==> config.mk <==
export PLATFORM = sky130hd
export DESIGN_NAME = id_ex_stage
export DESIGN_NICKNAME = d
export VERILOG_FILES = /design/src/rtl/id_ex_stage.sv
export SDC_FILE = /design/constraint.sdc
export NUM_CORES = 1
export LEC_CHECK = 0
export ABC_AREA = 1
export CORE_MARGIN = 2
export CORE_UTILIZATION = 30
export DETAILED_ROUTE_END_ITERATION = 8
export PLACE_DENSITY = 0.56
export REMOVE_ABC_BUFFERS = 1
export SKIP_LAST_GASP = 1
export SYNTH_ARGS = -nofsm -noshare
export SYNTH_HDL_FRONTEND = slang
export SYNTH_SLANG_ARGS = --single-unit
==> constraint.sdc <==
create_clock -name clk_i -period 2 [get_ports clk_i]
set_input_delay 0.4 -clock clk_i [delete_from_list [all_inputs] [get_ports clk_i]]
set_output_delay 0.4 -clock clk_i [all_outputs]
set_load 0.05 [all_outputs]
==> src/rtl/id_ex_stage.sv <==
// ID/EX pipeline register with EX/MEM and MEM/WB operand forwarding,
// ALUSrc immediate select, load-use hazard detection and a bubble counter.
module id_ex_stage #(
  parameter int WIDTH = 32,
  parameter int CNT_W = 16
) (
  input  logic             clk_i,
  input  logic             rst_i,
  input  logic             valid_i,
  input  logic [WIDTH-1:0] RS1data_i,
  input  logic [WIDTH-1:0] RS2data_i,
  input  logic [WIDTH-1:0] imm_i,
  input  logic [4:0]       RS1addr_i,
  input  logic [4:0]       RS2addr_i,
  input  logic [4:0]       RDaddr_i,
  input  logic [2:0]       ALUCtrl_i,
  input  logic             ALUSrc_i,
  input  logic             RegWrite_i,
  input  logic             MemRead_i,
  input  logic             MemWrite_i,
  input  logic             MemtoReg_i,
  input  logic             stall_i,
  input  logic             flush_i,
  input  logic             EXMEM_RegWrite_i,
  input  logic [4:0]       EXMEM_RDaddr_i,
  input  logic [WIDTH-1:0] EXMEM_data_i,
  input  logic             MEMWB_RegWrite_i,
  input  logic [4:0]       MEMWB_RDaddr_i,
  input  logic [WIDTH-1:0] MEMWB_data_i,
  output logic [WIDTH-1:0] data1_o,
  output logic [WIDTH-1:0] data2_o,
  output logic [2:0]       ALUCtrl_o,
  output logic [WIDTH-1:0] MemWdata_o,
  output logic [4:0]       RDaddr_o,
  output logic             RegWrite_o,
  output logic             MemRead_o,
  output logic             MemWrite_o,
  output logic             MemtoReg_o,
  output logic             valid_o,
  output logic             hazard_stall_o,
  output logic [CNT_W-1:0] bubble_cnt_o
);

  logic             valid_q;
  logic             reg_write_q, mem_read_q, mem_write_q, mem_to_reg_q, alu_src_q;
  logic [2:0]       alu_ctrl_q;
  logic [4:0]       rs1_addr_q, rs2_addr_q, rd_addr_q;
  logic [WIDTH-1:0] rs1_data_q, rs2_data_q, imm_q;
  logic [CNT_W-1:0] bubble_cnt_q;
  logic [WIDTH-1:0] fwd1, fwd2;
  logic             hazard;

  assign valid_o    = valid_q;
  assign RegWrite_o = reg_write_q & valid_q;
  assign MemRead_o  = mem_read_q & valid_q;
  assign MemWrite_o = mem_write_q & valid_q;
  assign MemtoReg_o = mem_to_reg_q & valid_q;
  assign RDaddr_o   = rd_addr_q;
  assign ALUCtrl_o  = alu_ctrl_q;
  assign bubble_cnt_o = bubble_cnt_q;

  // A store reads rs2 as data even when ALUSrc picks the immediate.
  always_comb begin
    hazard = 1'b0;
    if (valid_q && mem_read_q && (rd_addr_q != 5'd0) && valid_i) begin
      hazard = (rd_addr_q == RS1addr_i) ||
               ((rd_addr_q == RS2addr_i) && (!ALUSrc_i || MemWrite_i));
    end
    if (stall_i || flush_i) hazard = 1'b0;
  end
  assign hazard_stall_o = hazard;

  // EX/MEM is younger than MEM/WB so it wins; x0 is never forwarded.
  always_comb begin
    fwd1 = rs1_data_q;
    if (EXMEM_RegWrite_i && (EXMEM_RDaddr_i != 5'd0) && (EXMEM_RDaddr_i == rs1_addr_q))
      fwd1 = EXMEM_data_i;
    else if (MEMWB_RegWrite_i && (MEMWB_RDaddr_i != 5'd0) && (MEMWB_RDaddr_i == rs1_addr_q))
      fwd1 = MEMWB_data_i;
    fwd2 = rs2_data_q;
    if (EXMEM_RegWrite_i && (EXMEM_RDaddr_i != 5'd0) && (EXMEM_RDaddr_i == rs2_addr_q))
      fwd2 = EXMEM_data_i;
    else if (MEMWB_RegWrite_i && (MEMWB_RDaddr_i != 5'd0) && (MEMWB_RDaddr_i == rs2_addr_q))
      fwd2 = MEMWB_data_i;
  end

  assign data1_o    = fwd1;
  assign data2_o    = alu_src_q ? imm_q : fwd2;
  assign MemWdata_o = fwd2;

  always_ff @(posedge clk_i) begin
    if (rst_i) begin
      valid_q      <= 1'b0;
      reg_write_q  <= 1'b0;
      mem_read_q   <= 1'b0;
      mem_write_q  <= 1'b0;
      mem_to_reg_q <= 1'b0;
      alu_src_q    <= 1'b0;
      alu_ctrl_q   <= 3'd0;
      rs1_addr_q   <= 5'd0;
      rs2_addr_q   <= 5'd0;
      rd_addr_q    <= 5'd0;
      rs1_data_q   <= '0;
      rs2_data_q   <= '0;
      imm_q        <= '0;
      bubble_cnt_q <= '0;
    end else if (stall_i) begin
      // hold everything
    end else if (flush_i || hazard) begin
      valid_q      <= 1'b0;
      reg_write_q  <= 1'b0;
      mem_read_q   <= 1'b0;
      mem_write_q  <= 1'b0;
      mem_to_reg_q <= 1'b0;
      alu_src_q    <= 1'b0;
      alu_ctrl_q   <= 3'd0;
      rs1_addr_q   <= 5'd0;
      rs2_addr_q   <= 5'd0;
      rd_addr_q    <= 5'd0;
      rs1_data_q   <= '0;
      rs2_data_q   <= '0;
      imm_q        <= '0;
      // hazard is already forced low under flush, so flush never counts
      if (hazard && !(&bubble_cnt_q)) bubble_cnt_q <= bubble_cnt_q + 1'b1;
    end else begin
      valid_q      <= valid_i;
      reg_write_q  <= RegWrite_i;
      mem_read_q   <= MemRead_i;
      mem_write_q  <= MemWrite_i;
      mem_to_reg_q <= MemtoReg_i;
      alu_src_q    <= ALUSrc_i;
      alu_ctrl_q   <= ALUCtrl_i;
      rs1_addr_q   <= RS1addr_i;
      rs2_addr_q   <= RS2addr_i;
      rd_addr_q    <= RDaddr_i;
      rs1_data_q   <= RS1data_i;
      rs2_data_q   <= RS2data_i;
      imm_q        <= imm_i;
    end
  end

endmodule

---- Word-level counts from Yosys, hierarchy flattened ----
Index checks and enable logic that the tools add are counted.
word-level totals
  word-level logic and storage cells ...... 68
  flip-flop bits (word level) ............. 136
  bits of input ports ..................... 200
  output and inout bits ................... 126
cells by class
  equality and inequality tests ........... 6
  mux-type cells .......................... 20
  reductions and logical operators ........ 22
  add/sub/neg operators ................... 1
  bitwise gates (word level) .............. 5
operators by type and width
  cell                                                             number
  32-bit two-way mux                                               8
  5-bit equality test                                              6
  16-bit by 1-bit adder with 16-bit output, second input constant  1
  16-bit AND reduction                                             1
  5-bit two-way mux                                                3
  5-bit nonzero test                                               3
  1-bit logical AND                                                11
  1-bit two-way mux                                                8
  1-bit bitwise AND                                                4
  1-bit logical OR                                                 4
  3-bit two-way mux                                                1
  3-bit AND reduction                                              1
  1-bit logical NOT                                                2
  1-bit inverter                                                   1

---- Logic depth before layout (Yosys ltp) ----
Gate-level depths: netlist (run 1).
  depth after elaboration ................. 8
  gate-level depth with buffers ........... 12
  depth with buffers taken out ............ 11

---- Worst setup path before layout (run 1) ----
Ideal clock, no wire load.
  path kind ............................... register to output
  from .................................... register valid_q (netlist: valid_o)
  to ...................................... output hazard_stall_o
  data required time ...................... 1.600 ns
  slack ................................... -0.156 ns
  cell stages (with the launch flop) ...... 8
  arrival time ............................ 1.756 ns
  path buffers ............................ 1
  cell sequence ........................... dfxtp_1 -> nand2_1 -> clkinv_1 -> nand3_1 -> a21oi_2 -> nand2_2 -> buf_6 -> clkinv_2
between the ends
  word-level cells in the longest chain between the ends .. 5
ends and longest elaborated chain
  item                             line  text
  start: declaration               44    logic valid_q;
  start signal: assignment         126   valid_q <= valid_i;
  1-bit logical AND (3 in series)  65    if (valid_q && mem_read_q && (rd_addr_q != 5'd0) && valid_i) begin
  1-bit two-way mux                65
  1-bit two-way mux                69    if (stall_i || flush_i) hazard = 1'b0;
  end: declaration                 40    output logic hazard_stall_o,
Every way passes these cells.

---- Worst setup path after layout (run 1) ----
  from .................................... register rs1_addr_q[1]
  to ...................................... output data1_o[13]
between the ends
  word-level cells in the longest chain between the ends .. 4
  elaborated cells between the ends (all ways) .. 6
  those cells by class .................... eq/ne: 2; mux: 2; reduce/logical: 2
ends and longest elaborated chain
  item                      line  text
  start: declaration        47    logic [4:0] rs1_addr_q, rs2_addr_q, rd_addr_q;
  start signal: assignment  133   rs1_addr_q <= RS1addr_i;
  5-bit equality test       78    else if (MEMWB_RegWrite_i && (MEMWB_RDaddr_i != 5'd0) && (MEMWB_RDaddr_i == rs1_addr_q))
  1-bit logical AND         78
  32-bit two-way mux        78
  32-bit two-way mux *      76    if (EXMEM_RegWrite_i && (EXMEM_RDaddr_i != 5'd0) && (EXMEM_RDaddr_i == rs1_addr_q))
  end: declaration          30    output logic [WIDTH-1:0] data1_o,
Mark *: on every way between the ends. The rest lies on a longest branch, timed or not.

==> metrics, run 1 <==
Seq/Total Area, Yosys=32.9%; WHS Endpoint=mem_write_q$_SDFFE_PP0N_; status=complete, but fails checks; Final setup viols=96; Initial Utilization=30.6%; total gr overflow=0; layout cells sized above 1=25.8%; min-delay src=MemWrite_i; initial drt markers=687; DP Wirelength=24900 um; clock root buffer=clkbuf_16; I/O Buffers=325; crit path DAT=2.17 ns; most frequent cells in the layout=nand2_1 (363), clkdlybuf4s50_1 (179), nand4_1 (165), a21oi_1 (124), dfxtp_1 (123); Die ar.=0.0289 mm^2; startpoint types=flop; Buf/Inv on CP=3; Worst IR Drop VDD=0.000466 V; Critical Path RT=1.60 ns; Area growth syn-to-layout=71.8%; Num CTS Buffers=17; worst r2r src=RDaddr_o[0]$_SDFFE_PP0N_; Final Hold Fails=0; DR WL/cell=19.2 um; largest net degree at the start of global routing=121; first-pass GRT wire length=55000 um; clock tree from TritonCTS=built; CP peak stage delay=0.36 ns; Achievable Freq=0.388 GHz; Slew headroom=53.3%; HP Class=in -> reg; Post-CTS Hold Buffers=0; min Tclk post-route=2.57 ns; CP Cell Sequence=xnor2_2 -> nand2_2 -> nor3_4 -> nand3_4 -> buf_12 -> buf_16 -> o211ai_1 -> nand2_1 -> buf_6; Clk Latency, worst-skew pair=0.42 ns; synth warn=0; vias in the first global route=9675; final period utilization=129%; initial antenna violation count=4; die extent in y=170 um; Total GRT Usage=24.5%; RSZ-0062 raised after global routing=true; nets=1851; Leak=6.29 nW; Post-Route Utilization=52.6%; Synth cell types=29; clk slew on worst S/H paths=0.07 ns; worst-path fanout max=8; vias post-DR=10400; Syn Area/Cell=6.36 um^2; clock skew=0.0158 ns; commonest non-fill, non-tap cell in the layout=nand2_1; drt drc=0; H-tree depth=4; Slew Limit Fails=0; Yosys reg bits=136; clk buf depth=2; drt pass-1 iters=5; Antenna Nets Post-Route=0; R2R cell count=8; type of the worst setup path=reg -> out; FF-to-FF End=rs2_data_q[20]$_SDFFE_PP0N_; GPL Wtd Cong=0.830; Critical Path End Type=output pin; IO Count=326; PD cells=578 mW/mm^2; Die X=170 um; Mapped Area=0.00827 mm^2; row cnt=60; Power, Total=0.00821 W; via-per-instance ratio=5.20; Syn Inst Count=1301; failing checks=setup timing; Worst path slowest cell=dfxtp_4; fin worst setup slack=-0.575 ns; CP top delay family=simple AND/OR/NAND/NOR gates; Tightest Pin Transition=0.701 ns; hold path depth=3; final WL=38500 um; Reg2Reg Setup Slack=0.28 ns; TritonCTS Sinks=136; max-cap violations=0; Core ar.=0.0270 mm^2
cell type report:
type | instances | area (um^2)
fillers | 2704 | 12800
multi-input cells | 938 | 5200
repair buffers | 436 | 4770
flip-flops and latches | 136 | 2760
inverters | 121 | 474
clock buffers | 19 | 443
well taps | 341 | 427
clock inverters | 12 | 141
diodes | 3 | 7.51
worst max path at each step:
stage | startpoint | slack [ns] | depth (start not counted) | endpoint
after detailed placement | MEMWB_RDaddr_i[1] | -0.71 | 10 | data1_o[27]
final | rs1_addr_q[1]$_SDFFE_PP0N_ | -0.57 | 9 | data1_o[13]
after global routing | rs2_addr_q[0]$_SDFFE_PP0N_ | -0.69 | 11 | data2_o[2]
after floorplan | flush_i | -2.58 | 5 | hazard_stall_o
after global placement | EXMEM_RDaddr_i[1] | -0.68 | 11 | data2_o[19]
after CTS | rs1_addr_q[1]$_SDFFE_PP0N_ | -0.60 | 9 | data1_o[13]
stage by stage:
step	hold slack, ns	instance area, um^2	TNS (ns)	instances	worst slack (ns)
6_report	0.310	14200	-49.05	2006	-0.575
5_1_grt	0.335	14200	-59.12	2004	-0.694
2_1_floorplan	0.430	7750	-354.50	1195	-2.58
3_5_place_dp	0.449	12000	-76.50	1939	-0.711
4_1_cts	0.403	13700	-50.52	1988	-0.602
3_3_place_gp	0.446	12000	-71.84	1939	-0.677
where the power goes:
| part | total [W] | internal [W] | switching [W] |
|---|---|---|---|
| logic | 0.00216 | 0.000957 | 0.00121 |
| clock network | 0.00319 | 0.00188 | 0.00131 |
| registers | 0.00286 | 0.00280 | 0.0000636 |
| total | 0.00821 | 0.00564 | 0.00258 |
Yosys cell counts:
| master | number | area [um^2] |
|---|---|---|
| a21oi_1 | 124 | 621 |
| a21oi_2 | 1 | 8.76 |
| and2_1 | 32 | 200 |
| buf_1 | 13 | 48.8 |
| buf_2 | 30 | 150 |
| buf_6 | 12 | 135 |
| clkbuf_1 | 51 | 191 |
| clkinv_1 | 1 | 3.75 |
| clkinv_2 | 1 | 5.00 |
| dfxtp_1 | 136 | 2720 |
| ha_1 | 1 | 12.5 |
| inv_1 | 111 | 417 |
| inv_2 | 8 | 30.0 |
| nand2_1 | 417 | 1570 |
| nand2_2 | 2 | 12.5 |
| nand3_1 | 74 | 370 |
| nand3_2 | 3 | 30.0 |
| nand3b_1 | 2 | 15.0 |
| nand4_1 | 165 | 1030 |
| nor2_1 | 45 | 169 |
| nor2_2 | 1 | 6.26 |
| nor2_4 | 1 | 11.3 |
| nor3_1 | 6 | 30.0 |
| nor3_2 | 3 | 30.0 |
| o211ai_1 | 32 | 240 |
| o21ai_0 | 8 | 40.0 |
| o21ai_1 | 2 | 10.0 |
| xnor2_1 | 8 | 70.1 |
| xor2_1 | 11 | 96.3 |
cell families after synthesis:
kind of cell / after synthesis / synth area share [%]
adders and majority gates: 1 / 0.151
xor gates and xnor gates: 19 / 2.01
DFF: 136 / 32.9
and+or+nand+nor: 751 / 42.0
buffers and inverters: 227 / 11.9
AOI/OAI and AO/OA: 167 / 11.1
what timing repair did:
| item | 4_1_cts | 5_1_grt |
|---|---|---|
| setup endpoints to repair | 110 | 97 |
| pin swaps | 47 | 49 |
| buffers inserted | 11 | 10 |
| endpoints found under the hold margin | 0 | 0 |
| gates resized for setup | 247 | 105 |
| gates cloned | 7 | 7 |
metal layers:
layer / wire, um / track usage, % / vias up
met5: 41 / 0 / -
met4: 1290 / 9.48 / 6
met3: 3100 / 5.81 / 80
met2: 18400 / 41.9 / 425
met1: 15600 / 29.6 / 4873
li1: - / - / 5055
worst min-delay path, delay by kind of cell:
family	cells	cell delay [ns]
AO/OA/AOI/OAI	1	0.05
AND/OR/NAND/NOR	1	0.09
buffers and inverters	1	0.13
sequential cells by signal, summed over array words and instances, names as in the netlist:
register / flops
rs2_addr_q: 5
alu_src_q: 1
mem_write_q: 1
mem_to_reg_q: 1
mem_read_q: 1
reg_write_q: 1
RDaddr_o: 5
bubble_cnt_o: 16
imm_q: 32
rs1_addr_q: 5
rs2_data_q: 32
valid_o: 1
ALUCtrl_o: 3
rs1_data_q: 32
Power figures use the tool's default switching activity.
==> run 2, diff against run 1 <==
- CTS_BUF_LIST: not set -> sky130_fd_sc_hd__clkbuf_8
- CTS_CLUSTER_SIZE: not set -> 20
==> run 2 against run 1 <==
The flow still finishes with violations (setup timing); sequential cell count did not move; final cell count rose by 0.30%; clock-buffer cell count fell by 1; critical path depth fell by 1; fmax fell by 0.83%; register-to-register slack got worse by 0.04 ns; combinational power rose by 3%; largest power group is now registers; via count rose by 0.57%; highest routed layer unchanged; setup slack got worse by 0.021 ns; utilization rose by 0.27 points; wire length rose by 1.3%.
==> metrics, run 2 (synthesized netlist as in run 1, its figures left out) <==
clock skew=0.0206 ns (+0.00477 ns); Critical Path RT=1.60 ns (about the same); max-cap violations=0 (unchanged); Die ar.=0.0289 mm^2 (unchanged); startpoint types=flop; row cnt=60 (unchanged); RSZ-0062 raised after global routing=true; H-tree depth=4 (unchanged); met3 wire length=2770 um (-11%); reported net switching power=0.00250 W (-2.9%); initial antenna violation count=3 (-1); Slew Limit Fails=0 (unchanged); Die X=170 um (unchanged); I/O Buffers=325 (unchanged); Total GRT Usage=25.4% (+0.97 points); die extent in y=170 um (unchanged); Area growth syn-to-layout=72.7%; final WL=39000 um (+1.3%); drt drc=0 (unchanged); clock tree from TritonCTS=built; DP Wirelength=24900 um (unchanged); clk buf depth=2 (unchanged); initial drt markers=746 (+8.6%); Worst IR Drop VDD=0.000339 V (-27%); worst-path fanout max=8 (unchanged); Post-Route Utilization=52.9% (+0.27 points); crit path DAT=2.20 ns (+0.03 ns); Final Hold Fails=0 (unchanged); Placed Cells=1939 (unchanged); via-per-instance ratio=5.22 (+0.27%); setup TNS=-50.29 ns (-1.25 ns); Achievable Freq=0.385 GHz (-0.83%); met2 wire len=19100 um (+3.3%); status=complete, but fails checks; Gate power share=29.9% (+3.6 points); Critical Path End Type=output pin; total gr overflow=0 (unchanged); drt pass-1 iters=5 (unchanged); non-filler cells, final=2012 (+0.30%); min Tclk post-route=2.60 ns (+0.0214 ns); # fillers=2677 (-1.0%); largest net degree at the start of global routing=121 (unchanged); HP Class=in -> reg; fraction of power consumed by sequential logic=38.4% (+3.6 points); failing checks=setup timing; IO Count=326 (unchanged); final period utilization=130% (+1.1 points); Met1 Wirelength=16100 um (+3.2%); clk slew on worst S/H paths=0.09 ns (+0.02 ns); Leak=6.34 nW (+0.68%); TritonCTS Sinks=136 (unchanged); PD cells=521 mW/mm^2 (-9.8%); Max Used Layer=met5; Cell Int Power=0.00494 W (-12%); Final setup viols=96 (unchanged); fin worst setup slack=-0.596 ns (-0.0214 ns); GPL Wtd Cong=0.830 (unchanged); Initial Utilization=30.6% (unchanged); vias post-DR=10500 (+0.57%); sw frac=33.6% (+2.3 points); Core ar.=0.0270 mm^2 (unchanged); DP Worst Slack=-0.711 ns (unchanged); Num CTS Buffers=17 (unchanged); Largest regs=imm_q (32), rs1_data_q (32), rs2_data_q (32); type of the worst setup path=reg -> out; Clock Power Share=31.7% (-7.1 points); DR WL/cell=19.4 um (+1.0%); nets=1858 (+0.38%); Clk Latency, worst-skew pair=0.44 ns (+0.02 ns); Tightest Pin Transition=0.640 ns (-0.0607 ns); vias in the first global route=9793 (+1.2%); commonest non-fill, non-tap cell in the layout=nand2_1; Antenna Nets Post-Route=0 (unchanged); layout cells sized above 1=27.2% (+1.4 points); clock root buffer=clkbuf_8; first-pass GRT wire length=56800 um (+3.3%); most frequent cells in the layout=nand2_1 (345), clkdlybuf4s50_1 (177), nand4_1 (165), a21oi_1 (124), dfxtp_1 (123); Slew headroom=57.3% (+4.0 points)
[run 2: cell count changes in the layout (fill, tap and decap cells not counted), moves of 4 or more]
| cell | previous run | this run |
|---|---|---|
| and2_1 | 10 | 6 |
| and2_4 | 22 | 26 |
| buf_16 | 5 | 10 |
| buf_4 | 92 | 81 |
| buf_6 | 63 | 78 |
| buf_8 | 30 | 26 |
| clkbuf_16 | 23 | 4 |
| clkbuf_8 | 1 | 18 |
| nand2_1 | 363 | 345 |
| nand2_2 | 42 | 55 |
| nand2_4 | 14 | 18 |
[run 2: worst max-delay path, stage by stage (launching register included)]
cell      delay, ns
dfxtp_2        0.35
xor2_1         0.17
nor3_2         0.25
nand3_4        0.15
buf_12         0.18
buf_16         0.15
o211ai_1       0.20
nand2_1        0.11
buf_6          0.17
[run 2: power groups by stage]
stage / logic, W / registers [W] / clock network, W
floorplan: 0.000870 / 0.00293 / 0
global placement: 0.00187 / 0.00292 / 0
detailed placement: 0.00188 / 0.00292 / 0
CTS: 0.00209 / 0.00286 / 0.00243
global route: 0.00234 / 0.00287 / 0.00252
finish: 0.00223 / 0.00286 / 0.00236
[run 2: cell type report]
cell class	count	area, um^2	share of cell area [%]
diodes	2	5.00	0.0350
clock buffers	18	248	1.73
clock inverters	13	145	1.02
inverters	121	473	3.31
multi-input cells	938	5260	36.8
flip-flops and latches	136	2760	19.3
well taps	341	427	2.99
repair buffers	443	4970	34.8
[run 2: per-stage QoR]
| step | hold WS (ns) | area [um^2] | total power [W] |
|---|---|---|---|
| floorplan | 0.430 | 7750 | 0.00380 |
| global placement | 0.446 | 12000 | 0.00479 |
| detailed placement | 0.449 | 12000 | 0.00480 |
| CTS | 0.354 | 13600 | 0.00737 |
| global route | 0.295 | 14300 | 0.00774 |
| finish | 0.284 | 14300 | 0.00744 |
[run 2: path summary, 6_finish.rpt]
| kind | startpoint | endpoint | slack [ns] | cells past startpoint |
|---|---|---|---|---|
| worst max-delay path | rs1_addr_q[3]$_SDFFE_PP0N_ | data1_o[15] | -0.60 | 8 |
| worst min-delay path | MemWrite_i | mem_write_q$_SDFFE_PP0N_ | 0.28 | 3 |
| worst max register to register | RDaddr_o[0]$_SDFFE_PP0N_ | rs1_data_q[12]$_SDFFE_PP0N_ | 0.24 | 9 |
| worst min register to register | rs1_data_q[21]$_SDFFE_PP0N_ | rs1_data_q[21]$_SDFFE_PP0N_ | 0.47 | 2 |
[run 2: timing repair]
item,CTS,global route
pin swaps,50,52
resized for setup,225,168
gates cloned,13,5
hold buffers,0,0
setup endpoints to repair,113,97
buffers inserted,18,7
[run 2: layer usage]
metal  global-route usage [%]  vias to the layer above
met3                     5.58                       68
met5                        0                        -
met1                     31.3                     4953
li1                         -                     5065
met2                     43.7                      408
met4                     8.96                        4
==> run 3, diff against run 2 <==
- CORE_MARGIN: 2 -> 5
==> run 3 against run 2 <==
Critical path depth grew 1; global-route usage decreased by 2.7 points; clock-buffer cell count down 1; die area up 7.2%; the flow still finishes with violations (setup timing); clock power grew 3%; utilization down 1.8 points; fmax is 0.74% lower; via count shrank 2.3%; final area down 3.3%; first-iteration DRC count increased by 1.6%; wire length shrank 1.1%.
==> metrics, run 3 (synthesized netlist as in run 1, its figures left out) <==
CP peak stage delay=0.35 ns (about the same); final period utilization=131% (+0.97 points); initial drt markers=758 (+1.6%); Placed Cells=1922 (-0.88%); GPL Wtd Cong=0.857 (+3.3%); clock root buffer=clkbuf_8; PD cells=539 mW/mm^2 (+3.4%); min-delay src=rst_i; total gr overflow=0 (unchanged); Critical Path RT=1.60 ns (about the same); Final Hold Fails=0 (unchanged); most frequent cells in the layout=nand2_1 (355), clkdlybuf4s50_1 (176), nand4_1 (165), dfxtp_1 (124), a21oi_1 (124); Die X=176 um (+3.5%); Achievable Freq=0.382 GHz (-0.74%); commonest non-fill, non-tap cell in the layout=nand2_1; Largest regs=imm_q (32), rs1_data_q (32), rs2_data_q (32); Die ar.=0.0310 mm^2 (+7.2%); row cnt=60 (unchanged); Total GRT Usage=22.7% (-2.7 points); RSZ-0062 raised after global routing=true; layout cells sized above 1=24.0% (-3.2 points); drt pass-1 iters=7 (+2); Core ar.=0.0270 mm^2 (unchanged); min Tclk post-route=2.62 ns (+0.0195 ns); CP Cell Sequence=buf_6 -> xnor2_2 -> nand2_1 -> nor3_4 -> nand2_4 -> buf_8 -> o211ai_1 -> nand2_1 -> buf_4; R2R cell count=12 (+3); Slew headroom=61.0% (+3.7 points); # fillers=2723 (+1.7%); Reg2Reg Setup Slack=0.22 ns (-0.02 ns); Post-CTS Hold Buffers=0 (unchanged); I/O Buffers=325 (unchanged); largest net degree at the start of global routing=110 (-9.1%); non-filler cells, final=1984 (-1.4%); crit path DAT=2.22 ns (+0.02 ns); type of the worst setup path=reg -> out; Slew Limit Fails=0 (unchanged); clock skew=0.0177 ns (-0.00281 ns); first-pass GRT wire length=55900 um (-1.6%); Antenna Nets Post-Route=0 (unchanged); via-per-instance ratio=5.17 (-0.95%); Worst path slowest cell=dfxtp_2; clk slew on worst S/H paths=0.09 ns (about the same); initial antenna violation count=8 (+5); TritonCTS Sinks=136 (unchanged); Clk Latency, worst-skew pair=0.43 ns (about the same); vias in the first global route=9830 (+0.38%); Num CTS Buffers=17 (unchanged); status=complete, but fails checks; most frequent CP cell=nand2_1; DR WL/cell=19.5 um (+0.33%); failing checks=setup timing; worst r2r src=valid_o$_SDFFE_PP0N_; Initial Utilization=30.6% (unchanged); fin worst setup slack=-0.616 ns (-0.0195 ns); Tightest Pin Transition=0.585 ns (-0.0552 ns); WHS Endpoint=valid_o$_SDFFE_PP0N_; DP Wirelength=25800 um (+3.6%); final WL=38600 um (-1.1%); clock tree from TritonCTS=built; drt drc=0 (unchanged); setup TNS=-47.14 ns (+3.15 ns); FF-to-FF End=bubble_cnt_o[15]$_SDFFE_PP0P_; Area growth syn-to-layout=67.0%; Worst IR Drop VDD=0.000271 V (-20%); max-cap violations=0 (unchanged); nets=1826 (-1.7%); hold path depth=2 (-1); Final setup viols=96 (unchanged); die extent in y=176 um (+3.5%); Leak=6.12 nW (-3.4%); worst-path fanout max=11 (+3); Critical Path End Type=output pin; vias post-DR=10300 (-2.3%); H-tree depth=4 (unchanged); HP Class=in -> reg; startpoint types=flop; clk buf depth=2 (unchanged); IO Count=326 (unchanged)
-- run 3: cell types whose count changed in the layout (fill, tap and decap cells not counted), sizes merged, moves of 2 or more --
cell,before,now
buf,225,195
diode,2,6
dlygate4sd2,31,27
clkbuf,24,26
dlymetal6s2s,2,4
-- run 3: layer usage --
metal / part of all wire (%) / GRT usage, % / routed length, um
met2: 47 / 37.3 / 18100
met5: 0.054 / 0 / 21
met4: 2.7 / 7.96 / 1050
met1: 42 / 29.1 / 16200
met3: 8.5 / 5.52 / 3270
-- run 3: where the power goes --
part	switching [W]	internal, W	total (W)
Sequential	0.0000587	0.00279	0.00285
Clock	0.00120	0.00124	0.00244
Combinational	0.00120	0.000945	0.00215
-- run 3: worst max path at each step --
stage	from	endpoint	slack, ns
global route	rs1_addr_q[1]$_SDFFE_PP0N_	data1_o[21]	-0.68
global placement	MEMWB_RDaddr_i[0]	data1_o[21]	-0.66
CTS	rs1_addr_q[1]$_SDFFE_PP0N_	data1_o[21]	-0.60
floorplan	flush_i	hazard_stall_o	-2.58
detailed placement	MEMWB_RDaddr_i[0]	data2_o[31]	-0.68
finish	rs1_addr_q[1]$_SDFFE_PP0N_	data1_o[21]	-0.62
-- run 3: cell type report --
class / count / area (um^2) / share of cell area, %
antenna: 6 / 15.0 / 0.109
clock buffer: 17 / 234 / 1.69
clock inverter: 14 / 175 / 1.27
inverter: 121 / 479 / 3.47
multi-input combinational: 938 / 5090 / 36.8
sequential: 136 / 2760 / 19.9
tap: 341 / 427 / 3.09
timing repair buffer: 411 / 4640 / 33.6
-- run 3: through the flow --
step | util (%) | hold WS (ns) | worst slack, ns | power, W | cell area (um^2)
after global routing | 51.1 | 0.257 | -0.681 | 0.00777 | 13800
after floorplan | - | 0.430 | -2.58 | 0.00380 | 7750
final | 51.1 | 0.277 | -0.616 | 0.00744 | 13800
after detailed placement | 44.1 | 0.453 | -0.678 | 0.00480 | 11900
after CTS | 48.0 | 0.240 | -0.603 | 0.00739 | 13000
after global placement | 44.1 | 0.450 | -0.664 | 0.00479 | 11900
-- run 3: worst max-delay path: cells and delay by family, from the launching register on --
kind / cells / cell delay (ns)
flip-flops: 1 / 0.35
AND/OR/NAND/NOR: 4 / 0.58
buffers and inverters: 3 / 0.53
AO/OA/AOI/OAI: 1 / 0.21
XOR/XNOR: 1 / 0.11
-- run 3: repair_timing --
item	in CTS	in global routing
setup endpoints to repair	107	97
pin swaps	24	72
buffers inserted	8	3
cloned	5	9
gates resized for setup	168	158
